$ cat config.mk
export PLATFORM = sky130hd
export DESIGN_NAME = uart_receiver
export DESIGN_NICKNAME = d
export VERILOG_FILES = /design/src/rtl/uart_pkg.sv /design/src/rtl/uart_rx_sync.sv /design/src/rtl/uart_receiver.sv
export SDC_FILE = /design/constraint.sdc
export NUM_CORES = 1
export LEC_CHECK = 0
export CAP_MARGIN = 40
export CORE_MARGIN = 2
export CORE_UTILIZATION = 35
export DETAILED_ROUTE_END_ITERATION = 10
export SETUP_SLACK_MARGIN = 0.15
export SYNTH_ARGS = -nofsm -noshare
export SYNTH_HDL_FRONTEND = slang
export SYNTH_SLANG_ARGS = --single-unit
$ cat constraint.sdc
create_clock -name clk -period 1.7 [get_ports clk]
set_input_delay 0.255 -clock clk [delete_from_list [all_inputs] [get_ports clk]]
set_output_delay 0.255 -clock clk [all_outputs]
set_load 0.005 [all_outputs]
$ cat src/rtl/uart_pkg.sv
// rtl/uart_pkg.sv - shared UART link constants and receiver state encoding
package uart_pkg;

    localparam int DEFAULT_CLKS_PER_BIT = 16;
    localparam int DEFAULT_DATA_BITS    = 8;

    typedef enum logic [2:0] {
        IDLE    = 3'd0,
        START   = 3'd1,
        DATA    = 3'd2,
        STOP    = 3'd3,
        RECOVER = 3'd4
    } rx_state_t;

endpackage

$ cat src/rtl/uart_rx_sync.sv
// rtl/uart_rx_sync.sv - two-flop synchronizer for the serial line, resets to idle-high
module uart_rx_sync (
    input  logic clk,
    input  logic rst,
    input  logic bit_in,
    output logic rx_s
);

    logic sync1;
    logic sync2;

    // Two-stage capture of the asynchronous line; reset to 1 so reset never looks like a start bit
    always_ff @(posedge clk) begin
        if (rst) begin
            sync1 <= 1'b1;
            sync2 <= 1'b1;
        end else begin
            sync1 <= bit_in;
            sync2 <= sync1;
        end
    end

    assign rx_s = sync2;

endmodule

$ cat src/rtl/uart_receiver.sv
// rtl/uart_receiver.sv - 8N1 UART receiver with glitch rejection and framing error pulse
module uart_receiver
    import uart_pkg::*;
#(
    parameter int CLKS_PER_BIT = DEFAULT_CLKS_PER_BIT,
    parameter int DATA_BITS    = DEFAULT_DATA_BITS
) (
    input  logic                 clk,
    input  logic                 rst,
    input  logic                 bit_in,
    output logic [DATA_BITS-1:0] data_out,
    output logic                 valid,
    output logic                 frame_error,
    output logic                 busy
);

    localparam int HALF  = CLKS_PER_BIT / 2;
    localparam int CNT_W = $clog2(CLKS_PER_BIT);
    localparam int IDX_W = (DATA_BITS > 1) ? $clog2(DATA_BITS) : 1;

    localparam logic [CNT_W-1:0] CNT_HALF = CNT_W'(HALF - 1);
    localparam logic [CNT_W-1:0] CNT_LAST = CNT_W'(CLKS_PER_BIT - 1);
    localparam logic [IDX_W-1:0] IDX_LAST = IDX_W'(DATA_BITS - 1);

    logic                 rx_s;

    rx_state_t            state_q,   state_n;
    logic [CNT_W-1:0]     cnt_q,     cnt_n;
    logic [IDX_W-1:0]     bit_idx_q, bit_idx_n;
    logic [DATA_BITS-1:0] shift_q,   shift_n;
    logic [DATA_BITS-1:0] data_q,    data_n;
    logic                 valid_q,   valid_n;
    logic                 ferr_q,    ferr_n;

    uart_rx_sync u_sync (
        .clk    (clk),
        .rst    (rst),
        .bit_in (bit_in),
        .rx_s   (rx_s)
    );

    // State, counters, shift register and output registers
    always_ff @(posedge clk) begin
        if (rst) begin
            state_q   <= IDLE;
            cnt_q     <= '0;
            bit_idx_q <= '0;
            shift_q   <= '0;
            data_q    <= '0;
            valid_q   <= 1'b0;
            ferr_q    <= 1'b0;
        end else begin
            state_q   <= state_n;
            cnt_q     <= cnt_n;
            bit_idx_q <= bit_idx_n;
            shift_q   <= shift_n;
            data_q    <= data_n;
            valid_q   <= valid_n;
            ferr_q    <= ferr_n;
        end
    end

    // Frame sequencing: the start bit is checked at its midpoint, so every later
    // sample taken one full bit period apart also lands mid-bit
    always_comb begin
        state_n   = state_q;
        cnt_n     = cnt_q;
        bit_idx_n = bit_idx_q;
        shift_n   = shift_q;
        data_n    = data_q;
        valid_n   = 1'b0;
        ferr_n    = 1'b0;

        case (state_q)
            IDLE: begin
                cnt_n = '0;
                if (!rx_s) begin
                    state_n = START;
                end
            end

            START: begin
                if (cnt_q == CNT_HALF) begin
                    cnt_n = '0;
                    if (!rx_s) begin
                        state_n   = DATA;
                        bit_idx_n = '0;
                    end else begin
                        // Line went high again before mid-start: treat as a glitch
                        state_n = IDLE;
                    end
                end else begin
                    cnt_n = cnt_q + 1'b1;
                end
            end

            DATA: begin
                if (cnt_q == CNT_LAST) begin
                    cnt_n     = '0;
                    shift_n   = {rx_s, shift_q[DATA_BITS-1:1]};
                    bit_idx_n = bit_idx_q + 1'b1;
                    if (bit_idx_q == IDX_LAST) begin
                        state_n = STOP;
                    end
                end else begin
                    cnt_n = cnt_q + 1'b1;
                end
            end

            STOP: begin
                if (cnt_q == CNT_LAST) begin
                    cnt_n = '0;
                    if (rx_s) begin
                        data_n  = shift_q;
                        valid_n = 1'b1;
                        state_n = IDLE;
                    end else begin
                        ferr_n  = 1'b1;
                        state_n = RECOVER;
                    end
                end else begin
                    cnt_n = cnt_q + 1'b1;
                end
            end

            RECOVER: begin
                // A held-low line (break) must return high before a new frame can start
                cnt_n = '0;
                if (rx_s) begin
                    state_n = IDLE;
                end
            end

            default: begin
                state_n = IDLE;
                cnt_n   = '0;
            end
        endcase
    end

    assign data_out    = data_q;
    assign valid       = valid_q;
    assign frame_error = ferr_q;
    assign busy        = (state_q != IDLE);

endmodule
; ---- Yosys cells after proc, flatten, opt, wreduce, memory -nomap -nowiden
; Index checks and enable logic that the tools add are counted.
; W data, S select, Z words.
[word_totals]
input_bits = 3
reg_bits = 30
output_inout_bits = 11
word_cells = 54
[op_classes]
n_eq_ne = 14
reduce_logical = 9
muxes = 18
bitwise_logic = 2
addsub = 2
[op_table]
columns = op, count
row1 = $mux W3, 10
row2 = $pmux W3 S5, 1
row3 = $ne A2 B2 Y1 const B, 6
row4 = $mux W4, 2
row5 = $pmux W4 S2, 1
row6 = $eq A3 B2 Y1 const B, 2
row7 = $eq A3 B3 Y1 const B, 2
row8 = $pmux W3 S2, 1
row9 = $reduce_and A6 Y1, 1
row10 = $add A4 B1 Y4 const B, 1
row11 = $eq A4 B3 Y1 const B, 1
row12 = $eq A4 B4 Y1 const B, 1
row13 = $reduce_and A4 Y1, 1
row14 = $add A3 B1 Y3 const B, 1
row15 = $eq A3 B1 Y1 const B, 1
row16 = $logic_not A3 Y1, 1
row17 = $reduce_and A3 Y1, 1
row18 = $reduce_bool A3 Y1, 1
row19 = $reduce_or A3 Y1, 1
row20 = $mux W1, 2
row21 = $mux W2, 1
row22 = $ne A2 B1 Y1 const B, 1
row23 = $not A1 Y1, 2
row24 = $reduce_and A2 Y1, 1
row25 = other kinds (2), 2

; ---- Depth between registers and ports, before layout
[depth]
word_depth = 4
mapped_depth = 5
depth_no_buf = 5

; ---- Hierarchy
; From an unflattened synthesis, not the netlist that was laid out.
[hier_totals]
cells_unflattened = 156
area_unflattened_um2 = 1432.6
[modules_own_cells]
columns = module, n_inst, area_each_um2, cells_per_inst, seq_area_each_um2
row1 = uart_receiver, 1, 1380.1, 152, 560.5
row2 = uart_rx_sync, 1, 52.6, 4, 40.0

; ---- Worst setup path after synthesis
; OpenSTA, ideal clock, no wires.
[synth_timing]
path_kind = register to register
start = register cnt_q[0]
end = register state_q[0]
stages_incl_launch_ff = 5
arrival_ns = 1.294
path_buffers = 0
slack_ns = 0.294
setup_time_ns = 0.112
required_ns = 1.588
synth_period_minus_slack_ns = 1.406
cell_sequence = dfxtp_1 > ha_1 > nand2_1 > o31a_1 > a2111oi_1
[synth_between]
elab_chain_cells = 3
word_cells_on_any_way = 6
cone_classes = eq/ne: 5 / reduce/logical: 1
[synth_rtl]
columns = element, line
row1 = from (decl), uart_receiver.sv:28  ; logic [CNT_W-1:0] cnt_q, cnt_n;
row2 = from (signal assigned), uart_receiver.sv:54  ; cnt_q <= cnt_n;
row3 = $eq A4 B4 Y1 or $eq A4 B3 Y1 (tied branches), "uart_receiver.sv:98, uart_receiver.sv:111, uart_receiver.sv:83"
row4 = $ne A2 B2 Y1 (no source line), n/a
row5 = $reduce_and A6 Y1 (no source line) *, n/a
row6 = to (signal assigned), uart_receiver.sv:53  ; state_q <= state_n;
row7 = to (decl), uart_receiver.sv:27  ; rx_state_t state_q, state_n;
; Every way passes the cells marked *; elsewhere a longest branch is shown, timed or not.
; A chain may end at the register's enable or synchronous reset.

; ---- Final worst setup path
[layout_timing]
start = register state_q[0]
end = register bit_idx_q[0]
[layout_between]
elab_chain_cells = 3
word_cells_on_any_way = 8
cone_classes = eq/ne: 5 / mux: 1 / reduce/logical: 2
[layout_rtl]
columns = element, line
row1 = $eq A3 B1 Y1 or $eq A3 B2 Y1 (tied branches), uart_receiver.sv:74  ; case (state_q)
row2 = $ne A2 B2 Y1 (no source line) or $reduce_bool A2 Y1 (tied branches), n/a
row3 = $reduce_and A4 Y1 (no source line), n/a
row4 = to (signal assigned), uart_receiver.sv:55  ; bit_idx_q <= bit_idx_n;
row5 = to (decl), uart_receiver.sv:29  ; logic [IDX_W-1:0] bit_idx_q, bit_idx_n;
; Several ways; a longest one is shown, not always the timed one.

==> Implementation_results.wiki <==
{| class="wikitable"
! Metric !! Value
|-
| Largest voltage drop on the vdd net || 0.356 mV
|-
| Combined global-route utilization of all metal layers || 14.4%
|-
| Share of cells above drive strength 1 || 18.2%
|-
| DIE WIDTH || 64.3 um
|-
| Total of flip-flops plus latches after synthesis || 30
|-
| Buf/Inv on CP || 1
|-
| Tightest hold margin || 0.419 ns
|-
| Proportion of power drawn by flip-flops and latches || 62.3%
|-
| Data required time at the worst endpoint || 1.91 ns
|-
| Top_reg_cell synth || dfxtp_1
|-
| Switching power || 261 uW
|-
| Final estimated routing congestion in global placement || 0.882
|-
| Final number of setup-violating endpoints || 0
|-
| Maximum operating frequency || 687 MHz
|-
| Result of the run || completed
|-
| Number of global-route vias before repair || 1,000
|-
| Worst slew slack as a fraction of its limit || 74.4%
|-
| Cell leakage power || 0.000508 uW
|-
| Worst slew pin tran || 0.383 ns
|-
| Floorplan Core Area || 0.00342 mm2
|-
| Placed Area || 0.00144 mm2
|-
| Ant diodes || 0
|-
| Final instance area || 0.00154 mm2
|-
| Net total in the final layout || 160
|-
| Area growth from synthesis to layout || 20.8%
|-
| First-pass GRT wire length || 4580 um
|-
| Count of yosys warnings during synthesis || 0
|-
| Met1 wire length || 1190 um
|-
| Total I/O pin count || 14
|-
| Detailed-route DRC error count || 0
|-
| Highest fanout seen on the critical path || 4
|-
| Amount of wire on met2 after detailed routing || 1310 um
|-
| Worst clock skew || 0.0166 ns
|-
| Detailed-route wire length || 2660 um
|-
| Count of hold buffers inserted by post-cts repair || 0
|-
| Fill cell total of the finished layout || 329
|-
| Ratio of routed vias to standard cells || 5.41
|-
| Area used by sequential logic in the layout || 612 um2
|-
| WL/cell || 13.3 um
|-
| Cell with the largest stage delay on the worst path || or4b_4
|-
| Total number of vias || 1,082
|-
| TritonCTS clock tree || built
|-
| Number of enable flip-flop cells after synthesis || 0
|-
| Final core utilization || 45.1%
|-
| Buffer levels on the longest clock path || 2
|-
| Hold Vio Cnt, Final || 0
|-
| Top Layer Used || met4
|-
| Kind of capture point of the worst setup path || flop
|-
| Source-to-sink clock delay at the later pin of the worst-skew pair || 0.33 ns
|-
| Post-route clock period utilization || 85.7%
|-
| Master cell of the clock root buffer || clkbuf_4
|-
| Type of the worst setup path || reg -> reg
|-
| WL met3 || 117 um
|-
| Initial antenna violation count || 0
|-
| Number of buffers inserted during clock tree synthesis || 5
|-
| Crit path launch type || flop
|-
| Detailed placer's ending HPWL || 1720 um
|-
| Sum of negative setup slack || 0 ns
|-
| Cell-internal power || 874 uW
|-
| Worst min-delay path category || reg -> reg
|-
| Number of nets in the synthesized netlist || 144
|-
| Combinational fraction of design power || 4.0%
|-
| Cell row count || 21
|-
| Synth cell types || 36
|-
| Signal arrival time at the worst endpoint || 1.66 ns
|-
| CP delay by family, top || simple AND/OR/NAND/NOR gates
|-
| Most frequent cells in the layout || dfxtp_1, a21oi_1, clkdlybuf4s50_1
|-
| Clk network pwr share || 33.7%
|-
| Post-synthesis average cell area || 9.23 um2
|-
| H-tree depth || 2
|-
| Commonest non-fill, non-tap cell in the layout || dfxtp_1
|-
| Fin. max-slew vios || 0
|-
| Switching part of the total power || 23.0%
|-
| Leftover overflow at the end of global routing || 0
|-
| Clock sink total || 30
|-
| Die ar. || 0.00414 mm2
|-
| Count of buffers from port buffering || 13
|-
| Pwr per Cell Area || 738 mW/mm2
|-
| Maximum capacitance violations || 0
|-
| Maximum number of pins on one net before global-route repair || 29
|-
| Clock period minus final worst setup slack || 1.46 ns
|-
| Starting Density || 37.3%
|-
| DRT Pass-1 Iters || 4
|-
| Async S/R FF share, synth || 0%
|-
| Number of nets still failing antenna checks after routing || 0
|-
| Die height || 64.3 um
|-
| CP peak stage delay || 0.46 ns
|-
| Chain of cells forming the critical path || buf_4 > or4b_4 > a211oi_4 > a211oi_1
|-
| Number of violations reported at the end of detailed-routing iteration 0 || 76
|-
| Total standard cell area after synthesis || 0.00127 mm2
|-
| Multi-input logic area || 622 um2
|-
| Gate count of the mapped netlist || 138
|-
| Post-synthesis sequential area ratio || 47.2%
|-
| Unrepaired setup endpoints after global routing || yes
|-
| CTS clk-pin slew, worst paths || 0.10 ns
|}
per-stage QoR:
stage	cells	worst slack (ns)	power [uW]
2_1_floorplan	138	0.294	753
3_3_place_gp	190	0.231	766
3_5_place_dp	190	0.154	767
4_1_cts	200	0.188	1150
5_1_grt	200	0.138	1180
6_report	200	0.243	1140
path summary, 6_finish.rpt:
path | start | endpoint | slack [ns] | depth (start not counted)
worst max-delay path | state_q[0] | bit_idx_q[0] | 0.24 | 4
worst max register to register | state_q[0] | bit_idx_q[0] | 0.24 | 4
worst min-delay path | u_sync.sync1 | u_sync.rx_s | 0.42 | 1
worst min register to register | u_sync.sync1 | u_sync.rx_s | 0.42 | 1
final cells by class:
cell class / instances / area share (%)
tap: 46 / 3.74
clock buffer: 5 / 2.44
clock inverter: 2 / 0.650
multi-input combinational: 93 / 40.4
inverter: 3 / 0.732
timing repair buffer: 21 / 12.3
sequential: 30 / 39.8
cell usage after synthesis, types with 3 or more instances:
cell,instances,area share [%]
nor3_1,3,1.2
clkbuf_1,7,2.1
buf_2,4,1.6
nand4_1,8,3.9
nand3_1,9,3.5
nand2_1,3,0.88
a21oi_1,17,6.7
dfxtp_1,30,47
nand4b_1,3,2.1
nand2b_1,3,1.5
ha_1,3,2.9
nor2_1,4,1.2
o21ai_0,8,3.1
o31ai_1,8,4.7
state kept, by name (all words and copies together) (netlist names):
signal	flops
cnt_q	4
data_out	8
valid	1
frame_error	1
state_q	3
shift_q	8
u_sync.sync1	1
u_sync.rx_s	1
bit_idx_q	3
power by group through the flow:
stage          clock network [uW]  registers (uW)  logic [uW]
2_1_floorplan                   0             725        27.8
3_3_place_gp                    0             727        38.5
3_5_place_dp                    0             728        39.2
4_1_cts                       395             707        45.3
5_1_grt                       426             708        49.5
6_report                      382             707        45.9
routing by layer:
| metal | vias to the layer above | GRT usage (%) |
|---|---|---|
| met5 | - | 0 |
| met4 | 0 | 6.38 |
| met3 | 6 | 5.28 |
| met2 | 20 | 22.0 |
| met1 | 514 | 18.0 |
| li1 | 542 | - |
repair_timing:
item | CTS | global route
resized for setup | 9 | 5
setup buffers | 3 | 0
pin swaps | 1 | 0
setup endpoints to repair | 2 | 15
endpoints found under the hold margin | 0 | 0
kinds of logic (layout without fill, tap and decap cells):
logic type | Yosys count | in the layout | synth area share, %
compound gates | 43 | 43 | 21.8
xor+xnor | 3 | 3 | 2.06
fa+ha+maj | 3 | 3 | 2.95
buf+inv | 15 | 31 | 5.40
flops | 30 | 30 | 47.2
simple gates | 44 | 44 | 20.6
Note: power is estimated with default switching activity, not from simulation.
